**src/rtl/serial_pkg.sv**
```systemverilog
// Shared definitions for the serial transmitter.
//   state_e    : transmitter FSM states
//   LINE_IDLE  : level the serial line rests at between frames
//   frame_bits : number of bit periods in one frame (start + data + parity + stop)
package serial_pkg;

  typedef enum logic [2:0] {
    IDLE,
    START,
    DATA,
    PARITY,
    STOP
  } state_e;

  localparam logic LINE_IDLE = 1'b1;

  function automatic int frame_bits(input int data_w, input int parity_en);
    return 2 + data_w + ((parity_en != 0) ? 1 : 0);
  endfunction

endpackage

```
**src/rtl/baud_tick.sv**
```systemverilog
// Bit-period timer.
//   Clk, Reset : clock, synchronous active-high reset
//   clear      : forces the count back to 0 (wins over en)
//   en         : count enable
//   tick       : high on the cycle the count sits at CLKS_PER_BIT-1; the
//                count wraps to 0 on the following edge
module baud_tick #(
  parameter int CLKS_PER_BIT = 4
) (
  input  logic Clk,
  input  logic Reset,
  input  logic clear,
  input  logic en,
  output logic tick
);

  // A one-cycle bit period still needs a 1-bit counter that simply stays at 0.
  localparam int BW = (CLKS_PER_BIT > 1) ? $clog2(CLKS_PER_BIT) : 1;
  localparam logic [BW-1:0] TERM = BW'(CLKS_PER_BIT - 1);

  logic [BW-1:0] cnt_q, cnt_d;

  assign tick = en && (cnt_q == TERM);

  always_comb begin
    cnt_d = cnt_q;
    if (clear) begin
      cnt_d = '0;
    end else if (en) begin
      cnt_d = tick ? '0 : cnt_q + 1'b1;
    end
  end

  always_ff @(posedge Clk) begin
    if (Reset) begin
      cnt_q <= '0;
    end else begin
      cnt_q <= cnt_d;
    end
  end

endmodule

```
**src/rtl/serial_tx.sv**
```systemverilog
// Serial transmitter: on a rising edge of TxData while idle, latches DataIn
// and sends start bit, data LSB first, optional even parity, stop bit.
//   Clk, Reset : clock, synchronous active-high reset
//   TxData     : transmit request level; only its rising edge starts a frame
//   DataIn     : parallel word, sampled on the start edge only
//   SerOut     : serial line, idles high
//   TxBusy     : high while a frame is in progress
//   TxDone     : one-cycle pulse as the stop bit completes
module serial_tx
  import serial_pkg::*;
#(
  parameter int DATA_W       = 8,
  parameter int CLKS_PER_BIT = 4,
  parameter int PARITY_EN    = 1
) (
  input  logic              Clk,
  input  logic              Reset,
  input  logic              TxData,
  input  logic [DATA_W-1:0] DataIn,
  output logic              SerOut,
  output logic              TxBusy,
  output logic              TxDone
);

  localparam int CW = (DATA_W > 1) ? $clog2(DATA_W) : 1;
  localparam logic [CW-1:0] LAST_BIT = CW'(DATA_W - 1);

  state_e            state_q, state_d;
  logic [DATA_W-1:0] shreg_q, shreg_d;
  logic [CW-1:0]     bit_cnt_q, bit_cnt_d;
  logic              parity_q, parity_d;
  logic              ser_q, ser_d;
  logic              busy_q, busy_d;
  logic              done_q, done_d;
  logic              tx_data_q, tx_data_d;

  logic start;
  logic tick;

  // The controller holds TxData until it sees TxDone, so only a rising edge
  // seen while idle may start a frame.
  assign start = TxData && !tx_data_q && (state_q == IDLE);

  // Timer is held at 0 while idle and restarted on the start edge so the
  // start bit gets a full period.
  baud_tick #(
    .CLKS_PER_BIT(CLKS_PER_BIT)
  ) u_baud (
    .Clk  (Clk),
    .Reset(Reset),
    .clear(start || !busy_q),
    .en   (busy_q),
    .tick (tick)
  );

  always_comb begin
    state_d   = state_q;
    shreg_d   = shreg_q;
    bit_cnt_d = bit_cnt_q;
    parity_d  = parity_q;
    ser_d     = ser_q;
    busy_d    = busy_q;
    done_d    = 1'b0;
    tx_data_d = TxData;

    case (state_q)
      IDLE: begin
        ser_d = LINE_IDLE;
        if (start) begin
          shreg_d  = DataIn;
          parity_d = ^DataIn;
          state_d  = START;
          ser_d    = 1'b0;
          busy_d   = 1'b1;
        end
      end
      START: begin
        if (tick) begin
          state_d   = DATA;
          ser_d     = shreg_q[0];
          bit_cnt_d = '0;
        end
      end
      DATA: begin
        if (tick) begin
          shreg_d = shreg_q >> 1;
          if (bit_cnt_q == LAST_BIT) begin
            bit_cnt_d = '0;
            if (PARITY_EN != 0) begin
              state_d = PARITY;
              ser_d   = parity_q;
            end else begin
              state_d = STOP;
              ser_d   = LINE_IDLE;
            end
          end else begin
            bit_cnt_d = bit_cnt_q + 1'b1;
            ser_d     = shreg_d[0];
          end
        end
      end
      PARITY: begin
        if (tick) begin
          state_d = STOP;
          ser_d   = LINE_IDLE;
        end
      end
      STOP: begin
        if (tick) begin
          state_d = IDLE;
          busy_d  = 1'b0;
          done_d  = 1'b1;
        end
      end
      default: begin
        state_d = IDLE;
        ser_d   = LINE_IDLE;
        busy_d  = 1'b0;
      end
    endcase
  end

  always_ff @(posedge Clk) begin
    if (Reset) begin
      state_q   <= IDLE;
      shreg_q   <= '0;
      bit_cnt_q <= '0;
      parity_q  <= 1'b0;
      ser_q     <= LINE_IDLE;
      busy_q    <= 1'b0;
      done_q    <= 1'b0;
      tx_data_q <= 1'b0;
    end else begin
      state_q   <= state_d;
      shreg_q   <= shreg_d;
      bit_cnt_q <= bit_cnt_d;
      parity_q  <= parity_d;
      ser_q     <= ser_d;
      busy_q    <= busy_d;
      done_q    <= done_d;
      tx_data_q <= tx_data_d;
    end
  end

  assign SerOut = ser_q;
  assign TxBusy = busy_q;
  assign TxDone = done_q;

endmodule

```
**config.mk**
```make
export PLATFORM = sky130hd
export DESIGN_NAME = serial_tx
export DESIGN_NICKNAME = d
export VERILOG_FILES = /design/src/rtl/serial_pkg.sv /design/src/rtl/baud_tick.sv /design/src/rtl/serial_tx.sv
export SDC_FILE = /design/constraint.sdc
export NUM_CORES = 1
export LEC_CHECK = 0
export BUFFER_PORTS_ARGS = -buffer_cell sky130_fd_sc_hd__buf_2
export CAP_MARGIN = 20
export CORE_MARGIN = 2
export CORE_UTILIZATION = 50
export CTS_BUF_LIST = sky130_fd_sc_hd__clkbuf_8
export CTS_CLUSTER_SIZE = 28
export DETAILED_ROUTE_END_ITERATION = 6
export PLACE_DENSITY_LB_ADDON = 0.12
export SYNTH_ARGS = -nofsm -noshare
export SYNTH_HDL_FRONTEND = slang
export SYNTH_SLANG_ARGS = --single-unit
export TNS_END_PERCENT = 30
```
**constraint.sdc**
```tcl
create_clock -name Clk -period 2.1 [get_ports Clk]
set_clock_uncertainty 0.15 [all_clocks]
set_input_delay 0.105 -clock Clk [delete_from_list [all_inputs] [get_ports Clk]]
set_output_delay 0.105 -clock Clk [all_outputs]
set_load 0.02 [all_outputs]
```
======== Yosys cells after proc, flatten, opt, wreduce, memory -nomap -nowiden ========
Cells that the tools add are included.
word-level totals
  register bits after elaboration ......... 21
  input bits .............................. 11
cells by class
  $add $sub $neg .......................... 2
  eq/ne operators ......................... 12
  bitwise logic cells ..................... 2
  multiplexer cells ....................... 24
  reduce and logical (&&, ||, !) cells .... 19
operators by type and width
  operator             number
  $mux 3               8
  $mux 8               2
  $pmux 8 s2           1
  $pmux 3 s5           1
  $reduce_and 3->1     3
  $mux 1               8
  $ne 2x1->1 const B   4
  $reduce_xor 8->1     1
  $eq 3x2->1 const B   2
  $eq 3x3->1 const B   2
  $pmux 3 s2           1
  $reduce_and 6->1     1
  $pmux 1 s5           1
  $ne 2x2->1 const B   2
  $reduce_and 4->1     1
  $reduce_bool 2->1    2
  $reduce_or 2->1      2
  $add 3x1->3 const B  1
  $eq 3x1->1 const B   1
  $logic_and 1x1->1    3
  $logic_not 3->1      1
  $pmux 1 s3           1
  $reduce_or 3->1      1
  $add 2x1->2 const B  1
  6 further kinds      8

======== Depth between registers and ports, before layout ========
  depth after elaboration ................. 5
  gate-level depth with buffers ........... 7

======== Modules after synthesis ========
A second synthesis with hierarchy kept.
unflattened totals
  cell total of the unflattened synthesis .. 113
  area total of the unflattened synthesis .. 1074.8 µm²
by module, submodules not included
  module     instances  cells each  area each (µm²)
  serial_tx  1          104         973.4
  baud_tick  1          9           101.3

======== Least setup slack after synthesis ========
No wires, ideal clock.
  path type ............................... reg2reg
  from .................................... register busy_q (netlist: TxBusy)
  to ...................................... register bit_cnt_q[0]
  path buffers ............................ 0
  setup slack ............................. 0.327 ns
  period minus slack after synthesis ...... 1.773 ns
  stages on the path, launching flop included .. 5
  arrival time ............................ 1.552 ns
  required time ........................... 1.880 ns
  path through ............................ dfxtp_1 -> nand2_1 -> or3_1 -> or4_1 -> a21oi_1
on the way
  word-level cells in the longest chain between the ends .. 3
ends and longest elaborated chain
  item                            line              RTL
  start, declared                 serial_tx.sv:33   logic busy_q, busy_d;
  start signal, assigned          serial_tx.sv:139  busy_q <= busy_d;
  $logic_and 1x1->1 (*)           baud_tick.sv:23   assign tick = en && (cnt_q == TERM);
  $ne 2x1->1 (no line)            n/a
  $reduce_and 3->1 (no line) (*)  n/a
  end signal, assigned            serial_tx.sv:136  bit_cnt_q <= bit_cnt_d;
  end, declared                   serial_tx.sv:30   logic [CW-1:0] bit_cnt_q, bit_cnt_d;
Mark *: on every way between the ends. The rest lies on a longest branch, timed or not.
A chain may end at the register's enable or synchronous reset.

======== Final worst setup path ========
  from .................................... register u_baud.cnt_q[0]
  to ...................................... register bit_cnt_q[0]
on the way
  word-level cells in the longest chain between the ends .. 4
ends and longest elaborated chain
  item                            line             RTL
  start, declared                 baud_tick.sv:21  logic [BW-1:0] cnt_q, cnt_d;
  start signal, assigned          baud_tick.sv:38  cnt_q <= cnt_d;
  $eq 2x2->1 (*)                  baud_tick.sv:23
  $logic_and 1x1->1 (*)           baud_tick.sv:23
  $ne 2x1->1 (no line)            n/a
  $reduce_and 3->1 (no line) (*)  n/a
Marked as above.

==> metrics <==
combinational group share of total power=0.168; largest net degree at the start of global routing=21; r2r setup slk=0.16 ns; Initial Util=0.5404; crit path time final=1.943 ns; Synthesized Nets=132; final setup fails=0; Wirelength per Cell=12.09 um; root buffer cell=clkbuf_8; top cells by area, synth=dfxtp_1, nand2_1, xnor2_1; vias=857; unrepaired setup endpoints after global routing=false; Pre-antenna DRT Iters=4; CTS sink cnt=21; Psw=0.2111 mW; dominant delay contributor by cell family on the critical path=simple AND/OR/NAND/NOR gates; # DRC=0; Iter 0 DRT Violations=12; H-tree level count=1; Synth async-reset ratio=0; Critical Path Start Type=register; antenna violations before repair=0; total power draw=0.8343 mW; GRT overflow=0; WL final=1.971 mm; CTS buffer count=3; crit path max fanout=4; slowest stage cell on the critical path=or3_1; maximum VDD drop=0.3989 mV; crit path capture=bit_cnt_q[0]; Syn Inst Count=118; Ports=14; first-pass GRT wire length=3.456 mm; vias in the first global route=813; CTS Buffer Depth=2; Yosys top cell area share=0.3925; sequential fraction of the synthesis area=0.3925; Cell Pwr Density=675.6 nW/um^2; sequential fraction of design power=0.532; clock latency on the worst-skew pair=0.25 ns; RR Endpoint=bit_cnt_q[0]; worst-margin pin slew=0.6210 ns; setup TNS=0 ns; post-detail-place hpwl=1.445 mm; Synth cell types=35; flops & latches, synth=21; Hold Fails Final Rpt=0; HP Class=in2reg; Chip Width=50.28 um; Switching Fraction=0.2530; fmax=0.5146 GHz; Leakage=0.4857 nW; worst r2r src=u_baud.cnt_q[0]; slowest stage delay, CP=0.45 ns; Critical Path Start=u_baud.cnt_q[0]; outcome=complete, no violations; WP buf/inv=0; relative slew slack=0.5828; Port Buffers=13; FP Rows=16; CP Class=reg2reg; CP Data Required Time=2.14 ns; TritonCTS clock tree=built; Cell Chain, Critical Path=ha_1 > nand2_1 > or3_1 > or4_1 > a21oi_1; Die Y=50.28 um; Mapped Avg Cell Area=9.077 um^2; gr usage total=0.1768; max-slew violation total from the final report=0; WHS Path Cells=3; fin nets=151; DR vias/cell=5.258; clock group share of total power=0.300; GPL Wtd Cong=0.8465; Worst Reg-to-Reg Cells=5; final period utilization=0.9254; core box area=1982 um^2; MaxCap Viol Count=0; Worst-path clk slew=0.07 ns; die area=2528 um^2; Worst Path Arrival=1.98 ns; Pint=0.6232 mW; final antenna-violating net count=0; Critical Path Sink Type=register; area delta synth->final=15.30%; largest area contributor in the netlist=dfxtp_1; Yosys Warn Count=0; Main synth FF type=dfxtp_1; ant diodes=0; EDFF count, synth=0; share of layout cells above drive strength 1=0.1912; WP depth=5; post-synthesis instance area=1071 um^2
## sequential cells by signal (all words and copies together), names as in the netlist
| name | count |
|---|---|
| TxBusy | 1 |
| SerOut | 1 |
| TxDone | 1 |
| shreg_q | 8 |
| tx_data_q | 1 |
| parity_q | 1 |
| state_q | 3 |
| bit_cnt_q | 3 |
| u_baud.cnt_q | 2 |
## power groups by stage
stage / Sequential, mW / Clock (mW) / Combinational, mW
floorplan: 0.450 / 0 / 0.114
global placement: 0.451 / 0 / 0.131
detailed placement: 0.453 / 0 / 0.133
CTS: 0.444 / 0.262 / 0.141
global route: 0.447 / 0.277 / 0.158
finish: 0.444 / 0.250 / 0.140
## area by class of cell
class | instances | area (um^2)
Fill cell | 172 | 747.0
Multi-Input combinational cell | 88 | 586.8
Sequential cell | 21 | 420.4
Timing Repair Buffer | 22 | 145.1
Clock buffer | 3 | 41.29
Tap cell | 27 | 33.78
Clock inverter | 1 | 3.754
Inverter | 1 | 3.754
## per-stage QoR
| step | utilization | hold WS [ns] | cell area (um^2) | cells | worst slack, ns |
|---|---|---|---|---|---|
| detailed placement | 0.5751 | 0.2068 | 1140 | 154 | 0.1903 |
| CTS | 0.6231 | 0.001675 | 1235 | 163 | 0.1628 |
| global placement | 0.5751 | 0.1785 | 1140 | 154 | 0.2081 |
| floorplan | - | 0.08318 | 1071 | 118 | 0.3274 |
| finish | 0.6231 | 0.007683 | 1235 | 163 | 0.1566 |
| global route | 0.6231 | 0.009021 | 1235 | 163 | 0.03678 |
## worst min-delay path by stage
stage | startpoint | to | slack (ns)
global route | DataIn[5] | shreg_q[5] | 0.009
finish | DataIn[5] | shreg_q[5] | 0.008
CTS | DataIn[5] | shreg_q[5] | 0.002
floorplan | TxData | tx_data_q | 0.08
detailed placement | TxData | tx_data_q | 0.21
global placement | TxData | tx_data_q | 0.18
## worst min-delay path, cell delays in order
cell and delay [ns]:
buf_2 0.11, nand2_1 0.06, a311oi_2 0.09
## what timing repair did
| action | CTS | global route |
|---|---|---|
| setup buffers | 0 | 0 |
| endpoints found under the hold margin | 5 | 0 |
| resized for setup | 0 | 0 |
| hold buffers | 5 | 0 |
## cells in the mapped netlist (2+ instances only)
cell type	instances
a211oi_1	2
a21oi_1	6
a311oi_1	4
a311oi_2	3
a32oi_1	2
buf_6	2
clkbuf_1	4
dfxtp_1	21
ha_1	3
nand2_1	19
nand2b_1	2
nor2_1	13
nor2b_1	2
nor3_1	4
o21ai_0	2
or3_1	2
or4_1	2
xnor2_1	8
## cell usage in the layout, fill, tap and decap left out, types with 2 or more instances in the layout
cell | netlist | final
clkbuf_8 | 0 | 3
o21ai_0 | 2 | 2
dlygate4sd3_1 | 0 | 5
buf_2 | 0 | 13
a32oi_1 | 2 | 2
a311oi_2 | 3 | 3
ha_1 | 3 | 3
a311oi_1 | 4 | 4
nand2b_1 | 2 | 2
inv_1 | 1 | 2
dfxtp_1 | 21 | 21
or3_1 | 2 | 2
a21oi_1 | 6 | 6
nor2b_1 | 2 | 2
buf_4 | 1 | 4
nor2_1 | 13 | 13
or4_1 | 2 | 2
nand2_1 | 19 | 19
a211oi_1 | 2 | 2
nor3_1 | 4 | 4
xnor2_1 | 8 | 8
## layer usage
metal	global-route usage	vias up	part of all wire
met5	0	-	0
met4	0.05556	0	0
met3	0.01786	0	0.028
met2	0.3048	13	0.48
met1	0.2303	393	0.49
li1	-	451	-
## logic make-up after synthesis
group | after synthesis | share of synthesized area
flops | 21 | 0.3925
fa+ha+maj | 3 | 0.03505
xor+xnor | 9 | 0.07360
compound gates | 23 | 0.1916
mux | 1 | 0.01051
simple gates | 52 | 0.2372
buf+inv | 9 | 0.05957
Power figures use the tool's default switching activity.
